<file path="src/rtl/timer_sched.sv">
// Multi-channel prescaled down-counter scheduler with sticky pending flags and IRQ outputs.
// Bus: one-cycle registered mem_ready per access, no re-accept while mem_valid is held; irq is combinational.
module timer_sched #(
  parameter int NCH = 2
) (
  input  logic            clk,
  input  logic            resetn,
  input  logic            enable,
  input  logic            mem_valid,
  output logic            mem_ready,
  input  logic            mem_instr,
  input  logic [3:0]      mem_wstrb,
  input  logic [31:0]     mem_wdata,
  input  logic [31:0]     mem_addr,
  output logic [31:0]     mem_rdata,
  output logic            irq,
  output logic [NCH-1:0]  irq_vec
);

  logic [NCH-1:0] ch_en, ch_per, ch_ie, ch_pend;
  logic [31:0]    ch_load  [NCH];
  logic [31:0]    ch_count [NCH];
  logic [15:0]    prescale, pc;
  logic           done;

  logic           acc, wr, tick, sel_glb;
  logic [1:0]     reg_sel;
  logic [NCH-1:0] sel, wr_ctrl, wr_load, wr_stat, start, ev, dec;
  logic           unused_bits;

  assign unused_bits = ^{mem_instr, mem_addr[31:7], mem_addr[1:0]};

  // done holds off a second accept until the master drops mem_valid
  assign acc     = mem_valid & enable & ~mem_ready & ~done;
  assign wr      = acc & (|mem_wstrb);
  assign tick    = (pc == prescale);
  assign reg_sel = mem_addr[3:2];
  assign sel_glb = (mem_addr[6:2] == 5'b10000);

  always_comb begin
    sel     = '0;
    wr_ctrl = '0;
    wr_load = '0;
    wr_stat = '0;
    start   = '0;
    ev      = '0;
    dec     = '0;
    for (int n = 0; n < NCH; n++) begin
      sel[n]     = ~mem_addr[6] & (mem_addr[5:4] == 2'(n));
      wr_ctrl[n] = wr & sel[n] & (reg_sel == 2'd0);
      wr_load[n] = wr & sel[n] & (reg_sel == 2'd1);
      wr_stat[n] = wr & sel[n] & (reg_sel == 2'd3);
      start[n]   = wr_ctrl[n] & mem_wdata[0] & ~ch_en[n];
      ev[n]      = tick & ch_en[n] & (ch_count[n] == 32'd1);
      dec[n]     = tick & ch_en[n] & (ch_count[n] > 32'd1);
    end
  end

  always_ff @(posedge clk or negedge resetn) begin
    if (!resetn) begin
      mem_ready <= 1'b0;
      done      <= 1'b0;
      prescale  <= '0;
      pc        <= '0;
      ch_en     <= '0;
      ch_per    <= '0;
      ch_ie     <= '0;
      ch_pend   <= '0;
      for (int n = 0; n < NCH; n++) begin
        ch_load[n]  <= '0;
        ch_count[n] <= '0;
      end
    end else begin
      mem_ready <= acc;
      done      <= mem_valid & (done | mem_ready);

      if (wr && sel_glb) begin
        prescale <= mem_wdata[15:0];
        pc       <= '0;
      end else begin
        pc <= tick ? 16'd0 : pc + 16'd1;
      end

      for (int n = 0; n < NCH; n++) begin
        // A CTRL write wins the register; the tick in the same cycle still sees the old EN/PERIODIC
        if (wr_ctrl[n]) begin
          ch_en[n]  <= mem_wdata[0];
          ch_per[n] <= mem_wdata[1];
          ch_ie[n]  <= mem_wdata[2];
        end else if (ev[n] && !ch_per[n]) begin
          ch_en[n] <= 1'b0;
        end

        if (wr_load[n])
          ch_load[n] <= mem_wdata;

        if (start[n])
          ch_count[n] <= ch_load[n];
        else if (ev[n])
          ch_count[n] <= ch_per[n] ? ch_load[n] : 32'd0;
        else if (dec[n])
          ch_count[n] <= ch_count[n] - 32'd1;

        if (ev[n])
          ch_pend[n] <= 1'b1;
        else if (wr_stat[n] && mem_wdata[0])
          ch_pend[n] <= 1'b0;
      end
    end
  end

  always_comb begin
    mem_rdata = '0;
    if (enable) begin
      if (sel_glb)
        mem_rdata = {16'd0, prescale};
      for (int n = 0; n < NCH; n++) begin
        if (sel[n]) begin
          case (reg_sel)
            2'd0:    mem_rdata = {29'd0, ch_ie[n], ch_per[n], ch_en[n]};
            2'd1:    mem_rdata = ch_load[n];
            2'd2:    mem_rdata = ch_count[n];
            default: mem_rdata = {31'd0, ch_pend[n]};
          endcase
        end
      end
    end
  end

  assign irq_vec = ch_pend & ch_ie;
  assign irq     = |irq_vec;

endmodule

</file>
<file path="config.mk">
export PLATFORM = sky130hd
export DESIGN_NAME = timer_sched
export DESIGN_NICKNAME = d
export VERILOG_FILES = /design/src/rtl/timer_sched.sv
export SDC_FILE = /design/constraint.sdc
export NUM_CORES = 1
export LEC_CHECK = 0
export CAP_MARGIN = 10
export CORE_MARGIN = 3
export CORE_UTILIZATION = 58
export DETAILED_ROUTE_END_ITERATION = 6
export DONT_BUFFER_PORTS = 1
export PLACE_DENSITY_LB_ADDON = 0.15
export SYNTH_ARGS = -nofsm -noshare
export SYNTH_HDL_FRONTEND = slang
export SYNTH_SLANG_ARGS = --single-unit
</file>
<file path="constraint.sdc">
create_clock -name clk -period 2.4 [get_ports clk]
set_clock_uncertainty 0.05 [all_clocks]
set_input_delay 0.12 -clock clk [delete_from_list [all_inputs] [get_ports clk]]
set_output_delay 0.12 -clock clk [all_outputs]
set_load 0.02 [all_outputs]
</file>
* Word-level counts from Yosys, hierarchy flattened
Index checks and enable logic that the tools add are counted.
Widths: inputs -> output; s select.
** Cells by class
- $add $sub $neg :: 3
- Reductions and logical operators :: 17
- Divide/modulo/power cells :: 0
- Magnitude comparators :: 2
- Eq/ne operators :: 8
- Multiplexer cells :: 24
- Shifts and indexed selects :: 0
- Bitwise operators :: 32
- Multipliers :: 0
** Operators with widths (number)
- $mux 32 :: 11
- $pmux 32 s3 :: 2
- $eq 32x1->1 const B :: 2
- $gt 32x1->1 const B :: 2
- $sub 32x1->32 const B :: 2
- $mux 16 :: 3
- $and 1x1->1 :: 25
- $add 16x1->16 const B :: 1
- $eq 16x16->1 :: 1
- $mux 1 :: 8
- $reduce_bool 2->1 :: 4
- $reduce_bool 3->1 :: 2
- $eq 5x5->1 const B :: 1
- $logic_and 1x1->1 :: 5
- $not 1->1 :: 5
- $eq 2x1->1 const B :: 2
- $eq 2x2->1 const B :: 2
- $logic_not 2->1 :: 2
- $reduce_or 4->1 :: 1
- $and 2x2->2 :: 1
- $logic_not 1->1 :: 2
- $reduce_or 2->1 :: 1
- $or 1x1->1 :: 1
** Storage, ports and cells
- Input bits :: 73
- Memory bits (read-only) :: 0
- Register bits after elaboration :: 170
- Bits in latches :: 0
- Word-level logic and storage cells :: 102
- Output and inout bits :: 36
- Memories kept :: 0
- Bits in writable memories :: 0

* Longest topological paths before layout
Gate-level depths: netlist (run 1).
- Word-level depth :: 9
- Depth in mapped cells :: 10
- Gate-level depth less buffers :: 9

* Worst setup path after synthesis (run 1)
No wires, ideal clock.
- Path kind :: register -> register
- Start point :: reg ch_count[50] (netlist name)
- End point :: reg ch_count[46] (netlist name)
- Buffers on the path :: 3
- Data required time :: 2224 ps
- Clock period less this slack :: 2516 ps
- Cell stages (with the launch flop) :: 10
- Data arrival time :: 2339 ps
- Slack :: -116 ps
- Library setup time :: 126 ps
- Cells stage by stage :: dfrtp_1 or4_1 buf_2 or4_4 nor2_4 a211o_1 buf_4 buf_6 nor2_1 a221o_1
** On the way
- Word-level cells in the longest chain between the ends :: 4
- Elaborated cells on any way between the ends :: 7
- Classes of those cells :: 1 x order compare; 1 x eq/ne; 2 x mux; 2 x bitwise; 1 x reduce/logical
** Ends and longest elaborated chain
- start: declaration :: line 22 : logic [31:0] ch_count [NCH];
- start signal: indexed assignment :: line 98 : ch_count[n] <= ch_load[n];
- start signal: indexed assignment :: line 100 : ch_count[n] <= ch_per[n] ? ch_load[n] : 32'd0;
- start signal: indexed assignment :: line 102 : ch_count[n] <= ch_count[n] - 32'd1;
- parallel branches: the longest is 4 deep, another holds $gt 32x1->1
Several ways; the timed one is not identified.
A chain may end at the register's enable or synchronous reset.

* Final worst setup path (run 1)
- Start point :: reg ch_count[42] (netlist name)
- End point :: reg ch_count[55] (netlist name)
** On the way
- Word-level cells in the longest chain between the ends :: 4
- Elaborated cells on any way between the ends :: 9
- Classes of those cells :: 1 x add/sub; 1 x order compare; 1 x eq/ne; 3 x mux; 2 x bitwise; 1 x reduce/logical
** Ends and longest elaborated chain
- $sub 32x1->32 / $eq 32x1->1 (equally long branches) :: line 102, 54
- $mux 32 / $and 1x1->1 (equally long branches) :: line 101, 54
- $mux 32 :: line 99 : else if (ev[n])
- $mux 32 :: line 97 : if (start[n])
Several ways; a longest one is shown, not always the timed one. The select of a mux whose other input is x is not followed.

==> run summary, run 1 <==
GRT Total Usage = 0.345
Clock-pin slew on the worst setup and hold paths = 70 ps
Root buf cell = clkbuf_16
Slew Limit Fails = 0
DP HPWL = 21.5 mm
Failing checks = negative hold slack, negative setup slack
Top FF cell, synth = dfrtp_1
Wire per inst = 24.7 um
Tcrit/Tclk final = 1.12
Die area = 0.0186 mm^2
IO Pins = 109
Worst slack at placement = -147 ps
Post-synthesis sequential element count = 170
Crit start category = flop
Synth async-reset ratio = 1.00
Fmax = 0.373 GHz
TritonCTS buffer count = 17
Status = finished, violations left
Clk sinks = 170
Vias in the first global route = 8890
Crit end category = flop
CP Data Arrival Time = 2950 ps
Share of cells above drive strength 1 = 0.340
Top cell type's share of synthesized area = 0.432
Top cells by area, synth = dfrtp_1 43%, mux2_2 9.8%, a22oi_1 5.0%, nor2_1 3.3%, a21oi_1 3.1%
Pre-antenna DRT Iters = 7
Global-route wire length before repair = 49.3 mm
Syn Nets = 1110
Largest net degree at the start of global routing = 171
Critical path class = reg -> reg
Hold Buf Count CTS = 36
Compound-Gate Fraction of Synth Area = 0.190
Filler instances = 1041
# H-tree levels = 4
Hold Path Class = in -> async
CP Max Fanout = 8
Static leakage = 5.66 nW
Mapped Avg Cell Area = 9.54 um^2
Worst r2r src = ch_count[42]
R2r endpoint = ch_count[55]
Worst-Margin Slew = 734 ps
Mapped cell area = 0.00985 mm^2
Remaining Overflow, GRT = 0
Post-synthesis sequential area ratio = 0.432
Adder-cell share of the synthesized area = 0.00635
Commonest cells in the netlist = 170 x dfrtp_1, 87 x nor2_1, 86 x mux2_2, 68 x nand2_1, 65 x a22oi_1
Worst IR Drop VDD = 0.000649 V
Largest family of logic cells by synthesized area = compound AO/OA/AOI/OAI gates
Initial Util = 0.594
Final WS setup = -278 ps
Vias per std cell = 6.80
Xor/xnor share of the synthesized area = 0.0383
# rows = 47
Setup-violating endpoint count in the final report = 60
Worst-case clock buffer depth = 2
CTS tree = yes
Die Ht = 136 um
Power per cell area = 783 mW/mm^2
Synth warnings = 0
Antenna-violating nets left = 0
Post-synth EDFFs = 0
R2r setup slk = -280 ps
Most frequent cell after synthesis = dfrtp_1
Hold slack = -686 ps
Total wire length = 35.0 mm
Cell depth of the worst flop-to-flop path = 8
Drt drc = 0
Detailed-route via count = 9651
Core ar. = 0.0166 mm^2
Clk Latency, worst-skew pair = 450 ps
Synth Area in Simple Gates = 0.179
Initial antenna violation count = 2
Final #Nets = 1263
Initial drt markers = 1078
Fin. Hold Viols = 170
Layout area overhead = 33.0%
Leading area contributor after synthesis = dfrtp_1
Slew HR = 0.511
Fin crit period = 2680 ps
Unrepaired setup endpoints after global routing = true
Synth cell types = 62
Max cap viols = 0
Die width = 136 um
Post-Syn Instances = 1032
CP startpoint = ch_count[42]
GP Congestion = 0.989
Port Buf Inserts = 0
Mux cell area share after synthesis = 0.110
Req. time, crit path = 2670 ps
## layer usage
metal | vias up | track usage | part of all wire
met5 | - | 0 | 0.00077
met4 | 4 | 0.0829 | 0.032
met3 | 117 | 0.0907 | 0.11
met2 | 627 | 0.522 | 0.46
met1 | 4764 | 0.499 | 0.39
li1 | 4139 | - | -
## what timing repair did
action                     4_1_cts  5_1_grt
setup endpoints to repair       55      103
pin swaps                       15       48
cloned                           2       10
gates resized for setup         34      147
hold endpoints to repair       260      170
setup buffers                    6       11
## metrics by stage
stage	utilization	std cells	TNS, ps	total power, mW	cell area [um^2]
after floorplan	-	1032	-968	5.43	9890
after global placement	0.663	1322	-1620	6.50	11000
after detailed placement	0.663	1322	-3400	6.58	11000
after CTS	0.737	1398	-262	9.69	12200
after global routing	0.790	1418	-12310	10.6	13100
final	0.790	1419	-6190	10.3	13100
## layout make-up
| cell class | instances | area, um^2 | area share |
|---|---|---|---|
| diodes | 1 | 2.50 | 0.000191 |
| clock buffers | 20 | 457 | 0.0349 |
| clock inverters | 12 | 165 | 0.0126 |
| inverters | 13 | 48.8 | 0.00373 |
| multi-input cells | 774 | 5780 | 0.441 |
| flip-flops and latches | 170 | 4250 | 0.325 |
| well taps | 220 | 275 | 0.0210 |
| repair buffers | 209 | 2110 | 0.161 |
## layout by cell type (no fill, tap or decap), types with 16 or more instances in the layout
master and count:
a21oi_1 49, a22oi_1 60, and2_1 20, and3_1 18, buf_4 130, clkbuf_16 26
dfrtp_1 170, dlygate4sd3_1 36, mux2_2 84, nand2_1 57, nand3_1 16, nor2_1 80
nor2b_1 18, nor3_1 29, nor4_1 16, o21ai_1 32, o21ai_2 22, o22ai_1 32
xnor2_1 17, xor2_1 26
## where the power goes
| group | leakage (nW) | total [mW] | switching (mW) | internal (mW) |
|---|---|---|---|---|
| Clock | 0.299 | 2.98 | 1.27 | 1.71 |
| Sequential | 2.21 | 3.99 | 0.593 | 3.39 |
| Combinational | 3.16 | 3.28 | 1.70 | 1.58 |
## logic make-up after synthesis
family                     Yosys count
AOI/OAI and AO/OA                  286
xor gates and xnor gates            43
adders and majority gates            5
buffers and inverters               88
DFF                                170
muxes                               95
and+or+nand+nor                    345
## worst max-delay path, cell delays in order (launching register included)
cell and delay, ps:
dfrtp_1 520, nor2_1 280, nand4b_1 320, buf_4 270
or2_2 420, nor3_1 290, nor2_1 100, o21ai_1 170
o211ai_1 120
## how the worst max path moves through the flow
| stage | slack, ps | cells after the start | to |
|---|---|---|---|
| final | -280 | 8 | ch_count[55] |
| after global routing | -380 | 8 | ch_count[55] |
| after CTS | -50 | 8 | ch_count[9] |
| after detailed placement | -150 | 8 | ch_count[11] |
| after global placement | -110 | 10 | ch_count[1] |
| after floorplan | -60 | 9 | ch_count[45] |
## sequential cells by signal, indices dropped and copies added (netlist names)
| name | flops |
|---|---|
| ch_per | 2 |
| ch_pend | 2 |
| pc | 16 |
| prescale | 16 |
| done | 1 |
| mem_ready | 1 |
| ch_en | 2 |
| ch_load | 64 |
| ch_count | 64 |
| ch_ie | 2 |
Note: power is estimated with default switching activity, not from simulation.
==> inputs of run 2 (changes only) <==
Settings changed: ABC_AREA set to 1, CORE_UTILIZATION 58 to 59.
==> run 2 against run 1 <==
  * The run ends with negative hold slack left
  * Final cell count up 47%
  * Largest power group unchanged
  * Clock power fell by 9.4%
  * Sequential share of layout area is essentially flat
  * Combinational power fell by 9.5%
  * Wire length increased by 7.5%
  * Maximum frequency grew 18%
  * Critical path depth fell by 3
  * Global-route usage grew 0.82 points
  * Synthesized cell count is 71% higher
  * First-iteration DRC count grew 8.8%
  * Via count up 25%
  * Highest routed layer is now met4
  * Count of clock-buffer cells in the layout shrank 2
==> run summary, run 2 <==
Die Ht = 146 um (+7.0%)
Worst-case clock buffer depth = 2 (unchanged)
Crit-path cells = inv_1 -> o221ai_1 -> a221oi_1 -> nor3_1 -> buf_4
M1 GR Usage = 0.485 (-0.0144)
Clk Latency, worst-skew pair = 440 ps (about the same)
TritonCTS buffer count = 17 (unchanged)
Largest family of logic cells by synthesized area = simple AND/OR/NAND/NOR gates
Met3 Use GR = 0.0623 (-0.0284)
Post-synthesis sequential area ratio = 0.368 (-0.0636)
TNS Setup = 0 ps (+6190 ps)
Combinational Power Share = 0.297 (-0.023)
Detailed-route via count = 12.1k (+25%)
Crit end category = output pin
Worst IR Drop VDD = 0.000489 V (-25%)
Die area = 0.0213 mm^2 (+15%)
Layout area overhead = 13.6%
Global-route wire length before repair = 60.5 mm (+23%)
Status = finished, violations left
Clk sinks = 170 (unchanged)
Synth warnings = 0 (unchanged)
Static leakage = 6.32 nW (+12%)
Initial antenna violation count = 0 (-2)
Psw = 3.96 mW (+11%)
Leading area contributor after synthesis = dfrtp_1
Biggest regs = ch_count: 64 flops, ch_load: 64 flops
Fin crit period = 2270 ps (-408 ps)
Clock-pin slew on the worst setup and hold paths = 70 ps (about the same)
CP Max Fanout = 10 (+2)
Final #Nets = 1894 (+50%)
Core ar. = 0.0190 mm^2 (+14%)
Remaining Overflow, GRT = 0 (unchanged)
Critical path class = reg -> out
Initial Util = 0.609 (+0.0153)
Vias in the first global route = 11.2k (+26%)
Fin. Hold Viols = 170 (unchanged)
CP Data Arrival Time = 2100 ps (-850 ps)
Total wire length = 37.6 mm (+7.5%)
Synth cell types = 44 (-29%)
Vias per std cell = 5.77 (-15%)
Xor/xnor share of the synthesized area = 0.0425 (+0.00423)
Max cap viols = 0 (unchanged)
GP Congestion = 0.973 (-1.6%)
Slew HR = 0.485 (-0.0258)
Worst path slowest cell = dfrtp_1
# H-tree levels = 4 (unchanged)
# rows = 50 (+6.4%)
Syn Nets = 1842 (+66%)
Req. time, crit path = 2230 ps (-440 ps)
Hold Buf Count CTS = 34 (-5.6%)
Switching Share = 0.396 (+0.0475)
Multi-input gate area = 0.00620 mm^2 (+7.4%)
Top cells by area, synth = dfrtp_1 37%, nand2_1 18%, o21ai_0 7.5%, inv_1 6.2%, nor2_1 6.2%
Port Buf Inserts = 0 (unchanged)
Root buf cell = clkbuf_16
CTS tree = yes
Die width = 146 um (+7.0%)
Hold Path Class = in -> async
DP HPWL = 27.2 mm (+26%)
Tcrit/Tclk final = 0.946 (-0.170)
CP peak stage delay = 650 ps (+130 ps)
Top Usage Layer GRT = met2
Int Pwr = 6.04 mW (-9.6%)
Mapped Avg Cell Area = 6.54 um^2 (-31%)
Most frequent cell after synthesis = nand2_1
Clock network power share = 0.270 (-0.021)
Largest net degree at the start of global routing = 171 (unchanged)
Pre-antenna DRT Iters = 5 (-2)
Unrepaired setup endpoints after global routing = false
Hold slack = -684 ps (+2.26 ps)
Adder-cell share of the synthesized area = 0.00542 (-0.000935)
Worst-Margin Slew = 767 ps (+32.8 ps)
Compound-Gate Fraction of Synth Area = 0.130 (-0.0596)
Setup-violating endpoint count in the final report = 0 (-100%)
Failing checks = negative hold slack
Crit start category = flop
Mapped cell area = 0.0115 mm^2 (+17%)
Drt drc = 0 (unchanged)
Antenna-violating nets left = 0 (unchanged)
Post-Syn Instances = 1764 (+71%)
IO Pins = 109 (unchanged)
Filler instances = 1674 (+61%)
Post-synthesis sequential element count = 170 (unchanged)
Top FF cell, synth = dfrtp_1
Share of cells above drive strength 1 = 0.0880 (-0.252)
Mux cell area share after synthesis = 0 (-0.110)
Commonest cells in the netlist = 560 x nand2_1, 192 x inv_1, 192 x nor2_1, 172 x o21ai_0, 170 x dfrtp_1
Synth Area in Simple Gates = 0.356 (+0.176)
Commonest non-fill, non-tap cells in the layout = 556 x nand2_1, 192 x inv_1, 189 x nor2_1
Ant. Diodes = 0 (-1)
GRT Total Usage = 0.353 (+0.00818)
Register Area = 0.00426 mm^2 (about the same)
Synth async-reset ratio = 1.00 (unchanged)
Global routing usage on met2 = 0.573 (+0.0510)
Power per cell area = 762 mW/mm^2 (-2.6%)
Slew Limit Fails = 0 (unchanged)
Wire per inst = 18.0 um (-27%)
Pwr Total = 10.0 mW (-2.5%)
Most common cell after layout, fill and taps aside = nand2_1
Fmax = 0.441 GHz (+18%)
Post-synth EDFFs = 0 (unchanged)
Top cell type's share of synthesized area = 0.368 (-0.0636)
Initial drt markers = 1173 (+8.8%)
Flop pwr share = 0.433 (+0.044)
==> run 2: cell types whose count changed after synthesis, moves of 20 or more <==
cell     before  now
nand2_1      68  560
inv_1        13  192
o21ai_0      50  172
nor2_1       87  192
nand3_1      17  114
mux2_2       86    0
a22oi_1      65    1
o22ai_1      32    3
nor4_1       27    2
nand4_1       7   31
nor2b_1      20    0
==> run 2: timing repair <==
| action | 4_1_cts | 5_1_grt |
|---|---|---|
| hold endpoints to repair | 258 | 170 |
| resized for setup | 0 | 10 |
| buffers inserted | 0 | 2 |
| setup endpoints to repair | 0 | 48 |
==> run 2: per-layer routing <==
layer | part of all wire | vias up
met3 | 0.086 | 89
li1 | - | 5735
met4 | 0.032 | 0
met5 | 0 | -
met1 | 0.42 | 5649
met2 | 0.47 | 579
==> run 2: stage by stage <==
step / cell area [um^2] / util / std cells / worst slack [ps] / hold slack [ps]
2_1_floorplan: 11500 / - / 1764 / 377 / -226
5_1_grt: 13100 / 0.692 / 2089 / 6.99 / -703
3_3_place_gp: 12200 / 0.642 / 2021 / 127 / -221
3_5_place_dp: 12200 / 0.642 / 2021 / 98.7 / -220
4_1_cts: 13100 / 0.690 / 2087 / 83.0 / -693
6_report: 13100 / 0.692 / 2089 / 130 / -684
==> run 2: critical path, delay by kind of cell, from the launching register on <==
kind | cells | cell delay [ps]
AO/OA/AOI/OAI | 2 | 390
buffers and inverters | 2 | 400
AND/OR/NAND/NOR | 1 | 220
flip-flops | 1 | 650
==> run 2: worst paths after layout <==
| path | start | end | slack [ps] | cells past startpoint |
|---|---|---|---|---|
| worst max-delay path | ch_per[0] | mem_rdata[1] | 130 | 5 |
| worst min-delay path | resetn | ch_count[2] | -680 | 0 |
| worst max register to register | pc[13] | ch_count[34] | 200 | 15 |
| worst min register to register | mem_ready | mem_ready | 400 | 1 |
| max in group asynchronous | resetn | pc[4] | 2540 | 0 |
| min in group clk | mem_addr[3] | ch_pend[1] | 30 | 5 |
==> run 2: power groups by stage <==
stage / combinational [mW] / clock [mW] / sequential (mW)
2_1_floorplan: 2.25 / 0 / 4.06
3_3_place_gp: 2.78 / 0 / 4.33
3_5_place_dp: 2.86 / 0 / 4.34
4_1_cts: 2.93 / 2.73 / 4.30
5_1_grt: 3.39 / 2.85 / 4.42
6_report: 2.97 / 2.70 / 4.33
==> run 2: kinds of logic (layout without fill, tap and decap cells) <==
family / count (synthesis) / in the layout
AND/OR/NAND/NOR: 976 / 976
buffers and inverters: 286 / 351
AO/OA/AOI/OAI: 271 / 271
flip-flops: 170 / 170
XOR/XNOR: 56 / 56
adder cells (fa/ha/maj): 5 / 5
==> run 2: final cells by class <==
class | count | share of cell area
tap | 260 | 0.0248
inverter | 209 | 0.0600
clock inverter | 14 | 0.00973
clock buffer | 18 | 0.0327
sequential | 170 | 0.324
timing repair buffer | 110 | 0.0752
multi-input combinational | 1308 | 0.473
